<file path="src/rtl/tpu_isa_pkg.sv">
// rtl/tpu_isa_pkg.sv - ISA opcodes, sequencer state encoding and default widths
package tpu_isa_pkg;
  localparam int DEF_OPCODE_W = 6;
  localparam int DEF_ADDR_W   = 8;
  localparam int DEF_CNT_W    = 8;
  localparam int DEF_ICNT_W   = 16;

  localparam int OP_NOP       = 'h00;
  localparam int OP_MATMUL    = 'h01;
  localparam int OP_RD_WEIGHT = 'h02;
  localparam int OP_SYNC      = 'h03;

  typedef enum logic [2:0] {
    S_IDLE,
    S_MM_STREAM,
    S_MM_WAIT,
    S_WT_LOAD,
    S_SYNC_WAIT
  } state_t;
endpackage

</file>
<file path="src/rtl/tpu_addr_counter.sv">
// rtl/tpu_addr_counter.sv - loadable UB address / remaining-count pair
module tpu_addr_counter #(
  parameter int ADDR_W = 8,
  parameter int CNT_W  = 8
) (
  input  logic              clk,
  input  logic              rst,
  input  logic              load,
  input  logic [ADDR_W-1:0] load_addr,
  input  logic [CNT_W-1:0]  load_cnt,
  input  logic              en,
  output logic [ADDR_W-1:0] addr,
  output logic [CNT_W-1:0]  cnt,
  output logic              tc
);
  // cnt holds the words still to issue after the current one; tc marks the final word
  always_ff @(posedge clk or posedge rst) begin
    if (rst) begin
      addr <= '0;
      cnt  <= '0;
    end else if (load) begin
      addr <= load_addr;
      cnt  <= load_cnt;
    end else if (en) begin
      addr <= addr + ADDR_W'(1);
      cnt  <= cnt - CNT_W'(1);
    end
  end

  assign tc = (cnt == '0);
endmodule

</file>
<file path="src/rtl/tpu_exec_sequencer.sv">
// rtl/tpu_exec_sequencer.sv - multi-cycle instruction sequencer for matmul, weight load and sync
module tpu_exec_sequencer
  import tpu_isa_pkg::*;
#(
  parameter int OPCODE_W = DEF_OPCODE_W,
  parameter int ADDR_W   = DEF_ADDR_W,
  parameter int CNT_W    = DEF_CNT_W,
  parameter int ICNT_W   = DEF_ICNT_W
) (
  input  logic                clk,
  input  logic                rst,
  input  logic                instr_valid,
  output logic                instr_ready,
  input  logic [OPCODE_W-1:0] instr_opcode,
  input  logic [ADDR_W-1:0]   instr_arg1,
  input  logic [CNT_W-1:0]    instr_arg3,
  output logic                sys_start,
  output logic [CNT_W-1:0]    sys_rows,
  input  logic                sys_done,
  input  logic                sys_busy,
  output logic                ub_rd_en,
  output logic [ADDR_W-1:0]   ub_rd_addr,
  input  logic                wt_fifo_full,
  output logic                wt_fifo_wr,
  output logic                busy,
  output logic                err_illegal,
  output logic [ICNT_W-1:0]   instr_count
);
  localparam logic [OPCODE_W-1:0] NOP       = OPCODE_W'(OP_NOP);
  localparam logic [OPCODE_W-1:0] MATMUL    = OPCODE_W'(OP_MATMUL);
  localparam logic [OPCODE_W-1:0] RD_WEIGHT = OPCODE_W'(OP_RD_WEIGHT);
  localparam logic [OPCODE_W-1:0] SYNC      = OPCODE_W'(OP_SYNC);

  state_t            state;
  logic              done_seen;
  logic              accept, cnt_zero, is_mm, is_wt, is_sync, op_legal;
  logic              ctr_load, ctr_en, ctr_tc;
  logic [ADDR_W-1:0] ctr_load_addr, ctr_addr;
  logic [CNT_W-1:0]  ctr_cnt;

  assign accept   = instr_valid & instr_ready;
  assign cnt_zero = (instr_arg3 == '0);
  assign is_mm    = accept && (instr_opcode == MATMUL) && !cnt_zero;
  assign is_wt    = accept && (instr_opcode == RD_WEIGHT) && !cnt_zero;
  assign is_sync  = accept && (instr_opcode == SYNC);
  assign op_legal = instr_opcode inside {NOP, MATMUL, RD_WEIGHT, SYNC};

  // Matmul issues its first row straight from the accept, so the counter starts one word ahead
  assign ctr_load      = is_mm | is_wt;
  assign ctr_load_addr = is_mm ? instr_arg1 + ADDR_W'(1) : instr_arg1;
  assign ctr_en        = !ctr_tc && ((state == S_MM_STREAM) ||
                                     (state == S_WT_LOAD && !wt_fifo_full));

  tpu_addr_counter #(.ADDR_W(ADDR_W), .CNT_W(CNT_W)) u_addr_counter (
    .clk       (clk),
    .rst       (rst),
    .load      (ctr_load),
    .load_addr (ctr_load_addr),
    .load_cnt  (instr_arg3 - CNT_W'(1)),
    .en        (ctr_en),
    .addr      (ctr_addr),
    .cnt       (ctr_cnt),
    .tc        (ctr_tc)
  );

  always_ff @(posedge clk or posedge rst) begin
    if (rst) begin
      state       <= S_IDLE;
      done_seen   <= 1'b0;
      instr_ready <= 1'b0;
      sys_start   <= 1'b0;
      sys_rows    <= '0;
      ub_rd_en    <= 1'b0;
      ub_rd_addr  <= '0;
      wt_fifo_wr  <= 1'b0;
      busy        <= 1'b0;
      err_illegal <= 1'b0;
      instr_count <= '0;
    end else begin
      sys_start  <= 1'b0;
      sys_rows   <= '0;
      ub_rd_en   <= 1'b0;
      wt_fifo_wr <= 1'b0;
      case (state)
        S_IDLE: begin
          instr_ready <= 1'b1;
          busy        <= 1'b0;
          done_seen   <= 1'b0;
          if (is_mm) begin
            state       <= S_MM_STREAM;
            busy        <= 1'b1;
            instr_ready <= 1'b0;
            sys_start   <= 1'b1;
            sys_rows    <= instr_arg3;
            ub_rd_en    <= 1'b1;
            ub_rd_addr  <= instr_arg1;
          end else if (is_wt || is_sync) begin
            state       <= is_wt ? S_WT_LOAD : S_SYNC_WAIT;
            busy        <= 1'b1;
            instr_ready <= 1'b0;
          end else if (accept) begin
            // NOP, illegal opcodes and zero-length transfers retire on accept
            instr_count <= instr_count + ICNT_W'(1);
            if (!op_legal) err_illegal <= 1'b1;
          end
        end
        S_MM_STREAM: begin
          if (sys_done) done_seen <= 1'b1;
          if (ctr_tc) begin
            state <= S_MM_WAIT;
          end else begin
            ub_rd_en   <= 1'b1;
            ub_rd_addr <= ctr_addr;
          end
        end
        S_MM_WAIT: begin
          if (sys_done || done_seen) begin
            state       <= S_IDLE;
            busy        <= 1'b0;
            instr_ready <= 1'b1;
            instr_count <= instr_count + ICNT_W'(1);
          end
        end
        S_WT_LOAD: begin
          if (!wt_fifo_full) begin
            ub_rd_en   <= 1'b1;
            wt_fifo_wr <= 1'b1;
            ub_rd_addr <= ctr_addr;
            if (ctr_tc) begin
              state       <= S_IDLE;
              busy        <= 1'b0;
              instr_ready <= 1'b1;
              instr_count <= instr_count + ICNT_W'(1);
            end
          end
        end
        S_SYNC_WAIT: begin
          if (!sys_busy) begin
            state       <= S_IDLE;
            busy        <= 1'b0;
            instr_ready <= 1'b1;
            instr_count <= instr_count + ICNT_W'(1);
          end
        end
        default: state <= S_IDLE;
      endcase
    end
  end
endmodule

</file>
<file path="config.mk">
export PLATFORM = sky130hd
export DESIGN_NAME = tpu_exec_sequencer
export DESIGN_NICKNAME = d
export VERILOG_FILES = /design/src/rtl/tpu_isa_pkg.sv /design/src/rtl/tpu_addr_counter.sv /design/src/rtl/tpu_exec_sequencer.sv
export SDC_FILE = /design/constraint.sdc
export NUM_CORES = 1
export LEC_CHECK = 0
export ABC_AREA = 1
export CAP_MARGIN = 30
export CORE_AREA = 10 10 71 132
export DETAILED_ROUTE_END_ITERATION = 6
export DIE_AREA = 0 0 81 142
export PLACE_DENSITY = 0.72
export SETUP_SLACK_MARGIN = 0.1
export SYNTH_ARGS = -nofsm -noshare
export SYNTH_HDL_FRONTEND = slang
export SYNTH_SLANG_ARGS = --single-unit
</file>
<file path="constraint.sdc">
create_clock -name clk -period 4.3 [get_ports clk]
set_input_delay 0.43 -clock clk [delete_from_list [all_inputs] [get_ports clk]]
set_output_delay 0.43 -clock clk [all_outputs]
set_load 0.02 [all_outputs]
</file>
==> out/qor.txt <==
Fin crit share = 54.3%
Worst Setup Path Type = in2reg
PD cells = 581 nW/µm²
Vias = 3,189
First-pass DRT Iterations = 5
Largest net degree at the start of global routing = 33
Number of global-route vias before repair = 3,271
Post-synth EDFFs = 0
Final Skew = 0.00490 ns
Count leader, synth = nand2_1
Critical-path cell list = clkdlybuf4s50_1, inv_1, nand2_1, nor2_1, nand2_2, nand2_4, nand2_4, nor2_2, inv_2, o21ai_4, nand2_4, nand2_1, o21ai_2
Clock buffer depth = 2
Slack of the critical path = 1.97 ns
Yosys top cell area share = 41.4%
Total congestion overflow = 0
IO Count = 66
Die W = 81 µm
Fin. Hold Viols = 0
IO buf count = 65
Design Area, Final = 4480 µm²
Max-cap viol count = 0
Total GRT Usage = 17.7%
FF+latch count, synth = 58
Post-synth top area cell = dfrtp_1
Initial antenna violation count = 0
Synth warnings = 0
Worst slew margin = 53.2%
Status = finished clean
Worst-path clk slew = 0.06 ns
Final ANT Viol Nets = 0
Sw power = 1.03 mW
Synthesized Nets = 479
Pwr Total = 2.60 mW
Reg power frac = 32.7%
Final Net Count = 546
Post-CTS Setup Inserts = 0
Post-CTS Hold Buffers = 0
First-pass GRT wire length = 15.7 mm
Synthesized area per cell = 7.84 µm²
Comb pwr share = 39.6%
Critical Path RT = 4.52 ns
Worst skew pair latency = 0.33 ns
Leakage power total = 2.07 nW
Layout cells sized above 1 = 14.8%
Worst Hold Launch = err_illegal
Total Routed Length = 9.76 mm
Final Setup Violations = 0
DRT iter0 DRCs = 157
Min cycle time layout = 2.33 ns
Syn Inst Count = 447
Worst Max-Slew Pin Slew = 0.701 ns
Area of the core = 7270 µm²
Post_cts resized = 0
CP Capture Type = flop
Syn-to-layout area delta = 27.8%
Critical path's slowest cell = clkdlybuf4s50_1
TritonCTS clock tree = yes
CTS HTree Levels = 3
Max Slew Vio Count = 0
Crit. Startpoint = instr_arg3[7]
Vias per inst = 5.22
RSZ-0062 raised after global routing = no
FP Rows = 44
Post-layout util = 61.7%
CP arrival = 2.56 ns
Clock network fraction of total power = 27.7%
Achievable Freq = 0.429 GHz
DIE HEIGHT = 142 µm
Crit-path max FO = 20
Count of clock tree sinks = 58
Critical path buffers and inverters = 3
Synth top area cells = dfrtp_1 41%, nand2_1 11%, nand3_1 5.6%
Post-DP HPWL = 7.70 mm
Area post-placement = 4180 µm²
Internal = 1.58 mW
Root Buffer = clkbuf_16
Part of the Yosys area used for sequential elements = 41.4%
Crit path top cell by count = nand2_4
Sw frac = 39.5%
Top_reg_cell synth = dfrtp_1
GPL Wtd Cong = 0.899
Initial Utilization = 48.2%
Hold crit path type = reg2reg
CP startpoint kind = primary input
Post-route setup TNS = 0 ns
Num CTS Buffers = 9
Slowest stage delay, CP = 0.43 ns
CP delay by family, top = simple AND/OR/NAND/NOR gates
# DRC = 0
FF-to-FF Start = state[2]
Post-synthesis cell type count = 44
Mapped Area = 3500 µm²
Dpl ws = 1.61 ns
Wire per inst = 16.0 µm
Fraction of registers with async set/reset = 100%
Die Area = 11,500 µm²
Commonest cells post-synth = 104 x nand2_1, 58 x dfrtp_1, 42 x nor2_1
Peak VDD IR = 0.000250 V
Ant. Diodes = 0
[power by group through the flow]
| stage | clock network, mW | registers [mW] | logic (mW) |
|---|---|---|---|
| 2_1_floorplan | 0 | 0.913 | 0.649 |
| 3_3_place_gp | 0 | 0.848 | 1.02 |
| 3_5_place_dp | 0 | 0.856 | 1.04 |
| 4_1_cts | 0.727 | 0.850 | 1.05 |
| 5_1_grt | 0.752 | 0.874 | 1.14 |
| 6_report | 0.720 | 0.850 | 1.03 |
[area by class of cell]
type / count / area [µm²]
flip-flops and latches: 58 / 1450
inverters: 59 / 225
clock buffers: 11 / 243
clock inverters: 5 / 53.8
multi-input cells: 320 / 1730
well taps: 92 / 115
repair buffers: 66 / 658
fillers: 689 / 2790
[cell usage in the layout (no fill, tap or decap), types with 11 or more instances in the layout]
cell type | synthesis | layout
inv_2 | 16 | 17
nand2_1 | 104 | 104
nand3_1 | 39 | 39
nand2_2 | 11 | 11
nor2_1 | 42 | 42
dfrtp_1 | 58 | 58
inv_1 | 41 | 40
clkdlybuf4s50_1 | 0 | 65
xnor2_1 | 12 | 12
o21ai_0 | 18 | 18
[path summary, 6_finish.rpt]
path	cells after the start	to	slack [ns]
setup / recovery	13	instr_count[15]	1.97
max in group asynchronous	3	sys_rows[3]	2.93
hold / removal	1	err_illegal	0.48
min in group asynchronous	2	wt_fifo_wr	0.53
setup reg to reg	12	u_addr_counter.cnt[2]	2.08
hold reg to reg	1	err_illegal	0.48
[worst register-to-register path, stage by stage, from the launching register on]
cell and delay (ns):
dfrtp_1 0.46, inv_2 0.11, nand2_2 0.07, nor2_2 0.34, inv_1 0.08, or2_4 0.27, nand2_1 0.08, nand2_2 0.07
inv_2 0.10, nor2_4 0.10, inv_4 0.21, nand2_1 0.08, a2bb2oi_1 0.13
[state kept, by name, summed over array words and instances (netlist names)]
register             flops
done_seen                1
instr_count             16
instr_ready              1
ub_rd_addr               8
u_addr_counter.addr      8
state                    3
sys_rows                 8
wt_fifo_wr               1
sys_start                1
busy                     1
u_addr_counter.cnt       8
ub_rd_en                 1
err_illegal              1
[metal layers]
layer / wire length [µm] / share of wire, % / GRT usage [%]
met4: 432 / 4.4 / 9.99
met1: 3270 / 34 / 16.1
met5: 0 / 0 / 0
met3: 469 / 4.8 / 3.92
met2: 5580 / 57 / 33.8
[stage by stage]
step / hold WS [ns] / instances
after global routing: 0.492 / 611
after global placement: 0.466 / 595
after CTS: 0.481 / 611
after detailed placement: 0.476 / 595
after floorplan: 0.449 / 447
final: 0.476 / 611
[logic make-up after synthesis]
kind of cell             count (synthesis)  synth area share [%]
AO/OA/AOI/OAI                           58                  11.4
XOR/XNOR                                20                  5.00
adder cells (fa/ha/maj)                  4                  1.43
buffers and inverters                   69                  9.10
flip-flops                              58                  41.4
AND/OR/NAND/NOR                        238                  31.7
Note: power is estimated with default switching activity, not from simulation.
